[src/rtl/pc_fetch_ctrl.sv]
// Instruction fetch controller: one outstanding request at a time, a single
// decode slot, and flush handling that drops stale bus responses.
module pc_fetch_ctrl #(
  parameter logic [31:0] RESET_PC = 32'hbfc0_0000
) (
  input  logic        clk,
  input  logic        reset,
  input  logic [31:0] pc_new,
  input  logic        flush,
  output logic [31:0] pc,
  output logic [31:0] pc_plus4,
  output logic        ireq_valid,
  output logic [31:0] ireq_addr,
  input  logic        ireq_addr_ok,
  input  logic        iresp_data_ok,
  input  logic [31:0] iresp_data,
  output logic        f_valid,
  output logic [31:0] f_pc,
  output logic [31:0] f_instr,
  output logic        f_adel,
  input  logic        d_ready
);

  localparam int unsigned XLEN = 32;

  typedef enum logic [1:0] {
    S_REQ  = 2'd0,
    S_WAIT = 2'd1,
    S_HOLD = 2'd2,
    S_DROP = 2'd3
  } state_t;

  state_t          state, state_next;
  logic [XLEN-1:0] pc_next, f_pc_next, f_instr_next;
  logic            f_adel_next, f_valid_next;
  logic            aligned;

  assign aligned    = (pc[1:0] == 2'b00);
  assign pc_plus4   = pc + XLEN'(4);
  assign ireq_addr  = pc;
  // A misaligned PC never reaches the bus; the slot reports the fault instead.
  assign ireq_valid = !reset && (state == S_REQ) && aligned;

  // Next-state, next-PC and slot update.
  always_comb begin
    state_next   = state;
    pc_next      = pc;
    f_pc_next    = f_pc;
    f_instr_next = f_instr;
    f_adel_next  = f_adel;
    case (state)
      S_REQ: begin
        if (flush) begin
          pc_next    = pc_new;
          state_next = (aligned && ireq_addr_ok) ? S_DROP : S_REQ;
        end else if (!aligned) begin
          state_next   = S_HOLD;
          f_pc_next    = pc;
          f_instr_next = '0;
          f_adel_next  = 1'b1;
        end else if (ireq_addr_ok) begin
          state_next = S_WAIT;
        end
      end
      S_WAIT: begin
        if (flush) begin
          pc_next    = pc_new;
          state_next = iresp_data_ok ? S_REQ : S_DROP;
        end else if (iresp_data_ok) begin
          state_next   = S_HOLD;
          f_pc_next    = pc;
          f_instr_next = iresp_data;
          f_adel_next  = 1'b0;
        end
      end
      S_HOLD: begin
        // Flush wins over d_ready: the slot is discarded, not accepted.
        if (flush || d_ready) begin
          pc_next    = pc_new;
          state_next = S_REQ;
        end
      end
      S_DROP: begin
        if (flush) begin
          pc_next = pc_new;
        end
        if (iresp_data_ok) begin
          state_next = S_REQ;
        end
      end
      default: state_next = S_REQ;
    endcase
    f_valid_next = (state_next == S_HOLD);
  end

  always_ff @(posedge clk) begin
    if (reset) begin
      state   <= S_REQ;
      pc      <= RESET_PC;
      f_valid <= 1'b0;
      f_pc    <= '0;
      f_instr <= '0;
      f_adel  <= 1'b0;
    end else begin
      state   <= state_next;
      pc      <= pc_next;
      f_valid <= f_valid_next;
      f_pc    <= f_pc_next;
      f_instr <= f_instr_next;
      f_adel  <= f_adel_next;
    end
  end

endmodule
[config.mk]
export PLATFORM = sky130hd
export DESIGN_NAME = pc_fetch_ctrl
export DESIGN_NICKNAME = d
export VERILOG_FILES = /design/src/rtl/pc_fetch_ctrl.sv
export SDC_FILE = /design/constraint.sdc
export NUM_CORES = 1
export LEC_CHECK = 0
export CELL_PAD_IN_SITES_DETAIL_PLACEMENT = 1
export CELL_PAD_IN_SITES_GLOBAL_PLACEMENT = 1
export CORE_MARGIN = 2
export CORE_UTILIZATION = 24
export CTS_CLUSTER_DIAMETER = 40
export DETAILED_ROUTE_END_ITERATION = 10
export PLACE_DENSITY_LB_ADDON = 0.1
export SKIP_CTS_REPAIR_TIMING = 1
export SLEW_MARGIN = 20
export SYNTH_ARGS = -nofsm -noshare
export SYNTH_HDL_FRONTEND = slang
export SYNTH_SLANG_ARGS = --single-unit
[constraint.sdc]
create_clock -name clk -period 1.45 [get_ports clk]
set_input_delay 0.2175 -clock clk [delete_from_list [all_inputs] [get_ports clk]]
set_output_delay 0.2175 -clock clk [all_outputs]
set_load 0.005 [all_outputs]
Yosys cells after proc, flatten, opt, wreduce, memory -nomap -nowiden

Cells that the tools add are included.

Add/subtract/negate cells: 1
Eq/ne operators: 10
Muxes and demuxes: 28
Reductions and logical operators: 11

Operators by type and width:

| operator                                                         | number |
|---|---|
| 32-bit two-way mux                                               | 10 |
| 32-bit case mux with 2 select lines                              | 3 |
| 32-bit by 3-bit adder with 32-bit output (second input constant) | 1 |
| 2-bit two-way mux                                                | 9 |
| 2-bit != test (second input constant)                            | 5 |
| 2-bit case mux with 4 select lines                               | 1 |
| 2-bit == test (second input constant)                            | 3 |
| 5-bit AND reduction                                              | 1 |
| 2-bit zero test                                                  | 2 |
| 1-bit two-way mux                                                | 4 |
| 1-bit logical AND                                                | 3 |
| 3-bit OR reduction                                               | 1 |
| 2-bit by 1-bit == test with 1-bit output (second input constant) | 1 |
| 2-bit by 1-bit != test with 1-bit output (second input constant) | 1 |
| 1-bit case mux with 2 select lines                               | 1 |
| 2-bit AND reduction                                              | 1 |
| 2-bit nonzero test                                               | 1 |
| 1-bit zero test                                                  | 1 |
| 1-bit logical OR                                                 | 1 |

Flip-flop bits (word level): 100
Input bits: 70
Word-level logic and storage cells: 56

Logic depth before layout (Yosys ltp)

Gate-level depths: netlist (run 1).

Depth in word-level cells: 6
Gate-level depth with buffers: 6
Mapped depth without buffers: 5

Least setup slack after synthesis (run 1)

No wires, ideal clock.

Path kind: register to output
From: reg pc[2], in the netlist ireq_addr[2]
To: out pc_plus4[12]
Arrival: 1.482 ns
Data required time: 1.233 ns
Slack: -0.249 ns
Stages on the path, launching flop included: 6
Path through: dfxtp_1 -> ha_1 -> nand4_1 -> nor2_1 -> and3_1 -> xor2_1

Longest elaborated chain between the ends: 1

Ends and longest elaborated chain:

| what                                     | RTL line | RTL |
|---|---|---|
| from (decl)                              | 10       | `output logic [31:0] pc,` |
| from (signal assigned)                   | 106      | `pc <= pc_next;` |
| 32-bit by 3-bit adder with 32-bit output | 39       | `assign pc_plus4 = pc + XLEN'(4);` |
| to (decl)                                | 11       | `output logic [31:0] pc_plus4,` |

No other way between the ends.

Worst setup path after layout (run 1)

From: reg pc[10], in the netlist ireq_addr[10]
To: out pc_plus4[29]

Same word-level chain as after synthesis.

==> impl_results.md, run 1 <==
* CTS Sinks at 100
* Largest net degree at the start of global routing at 101
* Syn Std Cell Area at 4310 um2
* Final Non-Filler Cells at 1034
* Multi-input gate area at 2500 um2
* CTS tree: yes
* Worst Skew at 0.0109 ns
* Pleak at 0.00483 uW
* Setup WS pre-CTS at -0.722 ns
* Initial antenna violation count at 0
* Fmax at 0.445 GHz
* Hpwl dp at 12.1 mm
* Crit path kind: flop to primary output
* Synth top area share at 0.465
* Total gr overflow at 0
* Yosys reg bits at 100
* Fin crit share at 1.55
* Utilization after layout at 0.504
* Vias in the first global route at 4789
* Avg WL per Cell at 18.2 um
* Share of the yosys chip area belonging to registers at 0.465
* 1st-iter DRT viols at 166
* Num ports at 233
* Compound-Gate Fraction of Synth Area at 0.128
* Routability congestion estimate at 0.761
* Post-synth cell types at 34
* Fin nets at 875
* FF-to-FF setup slack at -0.26 ns
* Yosys warns at 0
* First-pass DRT Iterations at 4
* Final wirelength at 18.9 mm
* Failing checks: setup timing
* Yosys top cell by area: dfxtp_1
* Clk Latency, worst-skew pair at 0.35 ns
* Syn Area/Cell at 8.11 um2
* Outcome: finished with violations
* Ys flop type: dfxtp_1
* Most numerous cell in the Yosys netlist: nand2_1
* Worst slew margin at 0.633
* PD cells at 848 nW/um2
* Diodes inserted at 0
* Worst Reg-to-Reg Cells at 6
* Arrival time at the worst endpoint at 2.03 ns
* Post-Syn Instances at 531
* Largest family of logic cells by synthesized area: simple AND/OR/NAND/NOR gates
* Crit path max fanout at 4
* Register area at 2110 um2
* Max cap viols at 0
* Final worst slack at -0.796 ns
* Worst Setup Start Kind: flop
* CORE AREA at 17400 um2
* Worst hold path type: input pin to flop
* Ratio of cells with drive above 1 in the final layout at 0.410
* Unrepaired setup endpoints after global routing: true
* Placed insts at 984
* Final Hold Fails at 0
* Final setup fails at 97
* Area Overhead vs Synth at 104%
* GRT Util Overall at 0.172
* Die width at 138 um
* CTS max path bufs at 2
* Synth Net Count at 602
* Required time of the worst setup path at 1.23 ns
* Fin. max-slew vios at 0
* Post-DRT Antenna Nets at 0
* Die Area at 19000 um2
* Via-to-Cell Ratio at 4.63
* DRC Markers at 0
* Simple-gate share of the synthesized area at 0.239
* Clock-pin slew of the registers on the worst-case setup and hold paths at 0.07 ns
* CP endpoint kind: primary output
* Crit path time final at 2.25 ns
* Placed inst area at 7280 um2
* Port Buffers at 232
* Worst-Margin Slew at 0.550 ns
* Post-synthesis adder-cell area fraction at 0.00291
* Total CTS buffers at 9
* Mux share of post-synthesis cell area at 0.00232
* H-tree Lvls at 3
* Synth top area cells: dfxtp_1 46%, nand2_1 12%, a21oi_1 6.6%
* Root buffer cell: clkbuf_16
* Min-Delay Path Depth at 3
* Xor/xnor cell area share of the yosys netlist at 0.0570
* Initial core utilization at 0.247
* Top cells by count, synth: 138 x nand2_1, 100 x dfxtp_1, 57 x a21oi_1
* Post-synth EDFFs at 0
* Setup_tns at -27.74 ns
* First-pass GRT wire length at 25.4 mm
* Row Count at 48
* Die height at 138 um
* Layout Cell Area excl Fill at 8790 um2
* Peak supply drop at 526 uV
* Routed via count at 4785
* Fillers at 1931
* Ys async rst share at 0
[flip-flops by register name (all words and copies together) (netlist names)]
name       cells
f_adel         1
f_pc          32
f_valid        1
ireq_addr     32
state          2
f_instr       32
[power by group]
part	leakage (uW)	total, uW	internal [uW]	switching [uW]
logic	0.00385	1900	1060	847
registers	0.000841	3000	2890	115
clock network	0.000147	2540	1450	1100
[metrics by stage]
stage / power (uW) / hold WS, ns
6_report: 7450 / 0.415
5_1_grt: 7800 / 0.409
4_1_cts: 7220 / 0.403
3_5_place_dp: 4670 / 0.461
3_3_place_gp: 4630 / 0.448
2_1_floorplan: 3710 / 0.341
[layer usage]
| metal | global-route usage | routed length, um | vias up | part of all wire |
|---|---|---|---|---|
| met5 | 0 | 0 | - | 0 |
| met4 | 0.0590 | 170 | 0 | 0.0090 |
| met3 | 0.0577 | 1480 | 13 | 0.079 |
| met2 | 0.299 | 9610 | 147 | 0.51 |
| met1 | 0.199 | 7600 | 2335 | 0.40 |
| li1 | - | - | 2290 | - |
[final cells by class]
cell class,count,area share
timing repair buffer,334,0.406
multi-input combinational,354,0.285
sequential,100,0.240
tap,225,0.0320
clock buffer,11,0.0289
clock inverter,5,0.00669
inverter,5,0.00214
[cell families after synthesis]
kind of cell / count (synthesis)
adders and majority gates: 1
buffers and inverters: 77
muxes: 1
AOI/OAI and AO/OA: 93
xor gates and xnor gates: 28
DFF: 100
and+or+nand+nor: 231
[worst paths after layout]
kind / from / end
setup / recovery: ireq_addr[10]$_SDFFE_PP0P_ / pc_plus4[29]
hold / removal: pc_new[11] / ireq_addr[11]$_SDFFE_PP0P_
setup reg to reg: state[0]$_SDFF_PP0_ / f_pc[0]$_SDFFE_PP0P_
hold reg to reg: f_pc[22]$_SDFFE_PP0P_ / f_pc[22]$_SDFFE_PP0P_
[layout by cell type (no fill, tap or decap), drive strengths merged]
master	netlist	layout
buf	46	127
clkbuf	26	18
nand3b	9	9
and4	2	2
nand2	138	138
nor3	6	6
a31o	1	1
xnor2	23	23
or4	1	1
nor3b	1	1
xor2	5	5
clkinvlp	0	2
a31oi	1	1
mux2i	1	1
nor2b	2	2
and3	2	2
inv	5	5
nor2	41	41
nor4	3	3
nor4b	1	1
dlymetal6s2s	0	110
a21oi	57	57
clkdlybuf4s50	0	90
clkinv	0	2
nand3	11	11
dfxtp	100	100
nand4	14	14
bufinv	0	1
a211oi	1	1
ha	1	1
o21ai	1	1
a22oi	32	32
[critical path, cell delays in order (launching register included)]
cell and delay [ns]:
dfxtp_2 0.33, nand4_1 0.11, buf_6 0.14, nor4_4 0.33, buf_4 0.17, buf_6 0.11, buf_6 0.10, nand4_1 0.08
xnor2_1 0.17, buf_2 0.14
Note: power is estimated with default switching activity, not from simulation.
==> inputs of run 2 (changes only) <==
- ABC_CLOCK_PERIOD_IN_PS: unset -> 1450
==> results of run 2 <==
The final DEF is identical to that of run 1; final timing and power are the same.
==> inputs of run 3 (changes only) <==
- SETUP_SLACK_MARGIN: unset -> 0.05
==> impl_results.md, run 3 (synthesis results as in run 1) <==
* Met3 Wirelength at 1.44 mm (-3.2%)
* First-pass DRT Iterations at 4 (unchanged)
* CP endpoint kind: primary output
* Final wirelength at 19.2 mm (+1.6%)
* CP Buf/Inv Count at 6 (+1)
* DRC Markers at 0 (unchanged)
* 1st-iter DRT viols at 148 (-11%)
* Post-DRT Antenna Nets at 0 (unchanged)
* Worst-Margin Slew at 0.516 ns (-0.0343 ns)
* Crit path time final at 2.39 ns (+0.142 ns)
* Num ports at 233 (unchanged)
* Failing checks: setup timing
* Setup WS pre-CTS at -0.668 ns (+0.0536 ns)
* Clk Latency, worst-skew pair at 0.35 ns (about the same)
* Most frequent CP cell: buf_6
* Total CTS buffers at 9 (unchanged)
* Met1 wire length at 7.61 mm (+0.13%)
* Arrival time at the worst endpoint at 2.17 ns (+0.14 ns)
* Fin crit share at 1.65 (+0.0978)
* Largest net degree at the start of global routing at 101 (unchanged)
* CTS max path bufs at 2 (unchanged)
* Critical path depth at 10 (+1)
* PD cells at 821 nW/um2 (-3.1%)
* GRT Util Overall at 0.171 (-0.00178)
* Hold slack at 0.420 ns (+0.00519 ns)
* Final setup fails at 96 (-1.0%)
* H-tree Lvls at 3 (unchanged)
* Die Area at 19000 um2 (unchanged)
* Crit path kind: flop to primary output
* Largest delay share family, worst path: buffers and inverters
* Hpwl dp at 12.4 mm (+2.1%)
* Worst Reg-to-Reg Cells at 5 (-1)
* Worst Skew at 0.00611 ns (-0.00481 ns)
* Outcome: finished with violations
* Most common cell after layout, fill and taps aside: dlymetal6s2s_1
* CORE AREA at 17400 um2 (unchanged)
* Setup_tns at -28.49 ns (-0.755 ns)
* Fmax at 0.419 GHz (-5.9%)
* Min-Delay Path Depth at 3 (unchanged)
* Row Count at 48 (unchanged)
* Avg WL per Cell at 18.3 um (+0.46%)
* Final Hold Fails at 0 (unchanged)
* Crit path max-delay cell type: dfxtp_2
* Diodes inserted at 0 (unchanged)
* Worst Setup Start Kind: flop
* Vias in the first global route at 4802 (+0.27%)
* First-pass GRT wire length at 25.0 mm (-1.6%)
* Routed met2 length at 9.72 mm (+1.1%)
* Final worst slack at -0.938 ns (-0.142 ns)
* Crit path cell chain: nand4_1, buf_6, nor4_4, buf_4, buf_6, buf_6, buf_6, nand4_1, xnor2_1, buf_2
* Die width at 138 um (unchanged)
* Unrepaired setup endpoints after global routing: true
* Routability congestion estimate at 0.756 (-0.66%)
* Crit path max fanout at 3 (-1)
* Initial antenna violation count at 1 (+1)
* Max cap viols at 0 (unchanged)
* Area Overhead vs Synth at 108%
* Via-to-Cell Ratio at 4.65 (+0.42%)
* Utilization after layout at 0.514 (+0.00977)
* Initial core utilization at 0.247 (unchanged)
* Port Buffers at 232 (unchanged)
* Clock-pin slew of the registers on the worst-case setup and hold paths at 0.07 ns (about the same)
* CTS tree: yes
* Worst hold path type: input pin to flop
* Fin nets at 889 (+1.6%)
* Top Layer Used: met5
* CP max stage delay at 0.33 ns (about the same)
* Ratio of cells with drive above 1 in the final layout at 0.431 (+0.0208)
* Fin. max-slew vios at 0 (unchanged)
* CTS Sinks at 100 (unchanged)
* Peak supply drop at 607 uV (+15%)
* Required time of the worst setup path at 1.23 ns (about the same)
* Worst slew margin at 0.656 (+0.0229)
* Root buffer cell: clkbuf_16
* Fillers at 1894 (-1.9%)
* Total gr overflow at 0 (unchanged)
* Pleak at 0.00528 uW (+9.1%)
* Commonest cells after routing, fill and taps aside: 126 x dlymetal6s2s_1, 101 x nand2_1, 71 x clkdlybuf4s50_1, 60 x buf_4, 54 x dfxtp_2
* Routed via count at 4861 (+1.6%)
* Die height at 138 um (unchanged)
## run 3: changes by cell type in the layout (fill, tap and decap cells not counted), sizes merged
cell | before | now
clkdlybuf4s50 | 90 | 71
or4 | 1 | 2
dlymetal6s2s | 110 | 126
clkbuf | 18 | 21
clkinvlp | 2 | 0
clkinv | 2 | 1
buf | 127 | 141
## run 3: worst paths after layout
path | endpoint | slack, ns | from
worst max-delay path | pc_plus4[29] | -0.94 | ireq_addr[10]$_SDFFE_PP0P_
worst min-delay path | ireq_addr[1]$_SDFFE_PP0P_ | 0.42 | pc_new[1]
worst max register to register | f_instr[0]$_SDFFE_PP0P_ | -0.25 | state[0]$_SDFF_PP0_
worst min register to register | f_pc[20]$_SDFFE_PP0P_ | 0.46 | f_pc[20]$_SDFFE_PP0P_
## run 3: routing by layer
metal	GRT usage	vias to the layer above
met1	0.192	2370
met3	0.0618	23
li1	-	2314
met4	0.0595	2
met2	0.297	152
met5	0	-
## run 3: worst register-to-register path: stages (launching register included)
cell	delay [ns]
dfxtp_4	0.37
nor2b_4	0.14
or4_4	0.63
buf_12	0.21
a22oi_2	0.16
nor2_1	0.06
## run 3: power breakdown
part           internal, uW  leakage, uW  switching (uW)
Clock                  1410     0.000145            1030
Combinational          1050      0.00429             854
Sequential             2890     0.000839             116
## run 3: layout make-up
type                    count  area, um2  area share
clock buffers              12        256      0.0286
clock inverters             2       35.0     0.00391
multi-input cells         355       2580       0.288
inverters                   5       18.8     0.00210
repair buffers            347       3690       0.412
flip-flops and latches    100       2100       0.234
well taps                 225        282      0.0314
## run 3: stage by stage
| stage | total power [uW] | instance area [um2] | cells |
|---|---|---|---|
| after global placement | 4660 | 7300 | 982 |
| after global routing | 7700 | 8960 | 1046 |
| final | 7360 | 8960 | 1046 |
| after CTS | 7170 | 7600 | 996 |
| after floorplan | 3720 | 4600 | 531 |
| after detailed placement | 4690 | 7300 | 982 |
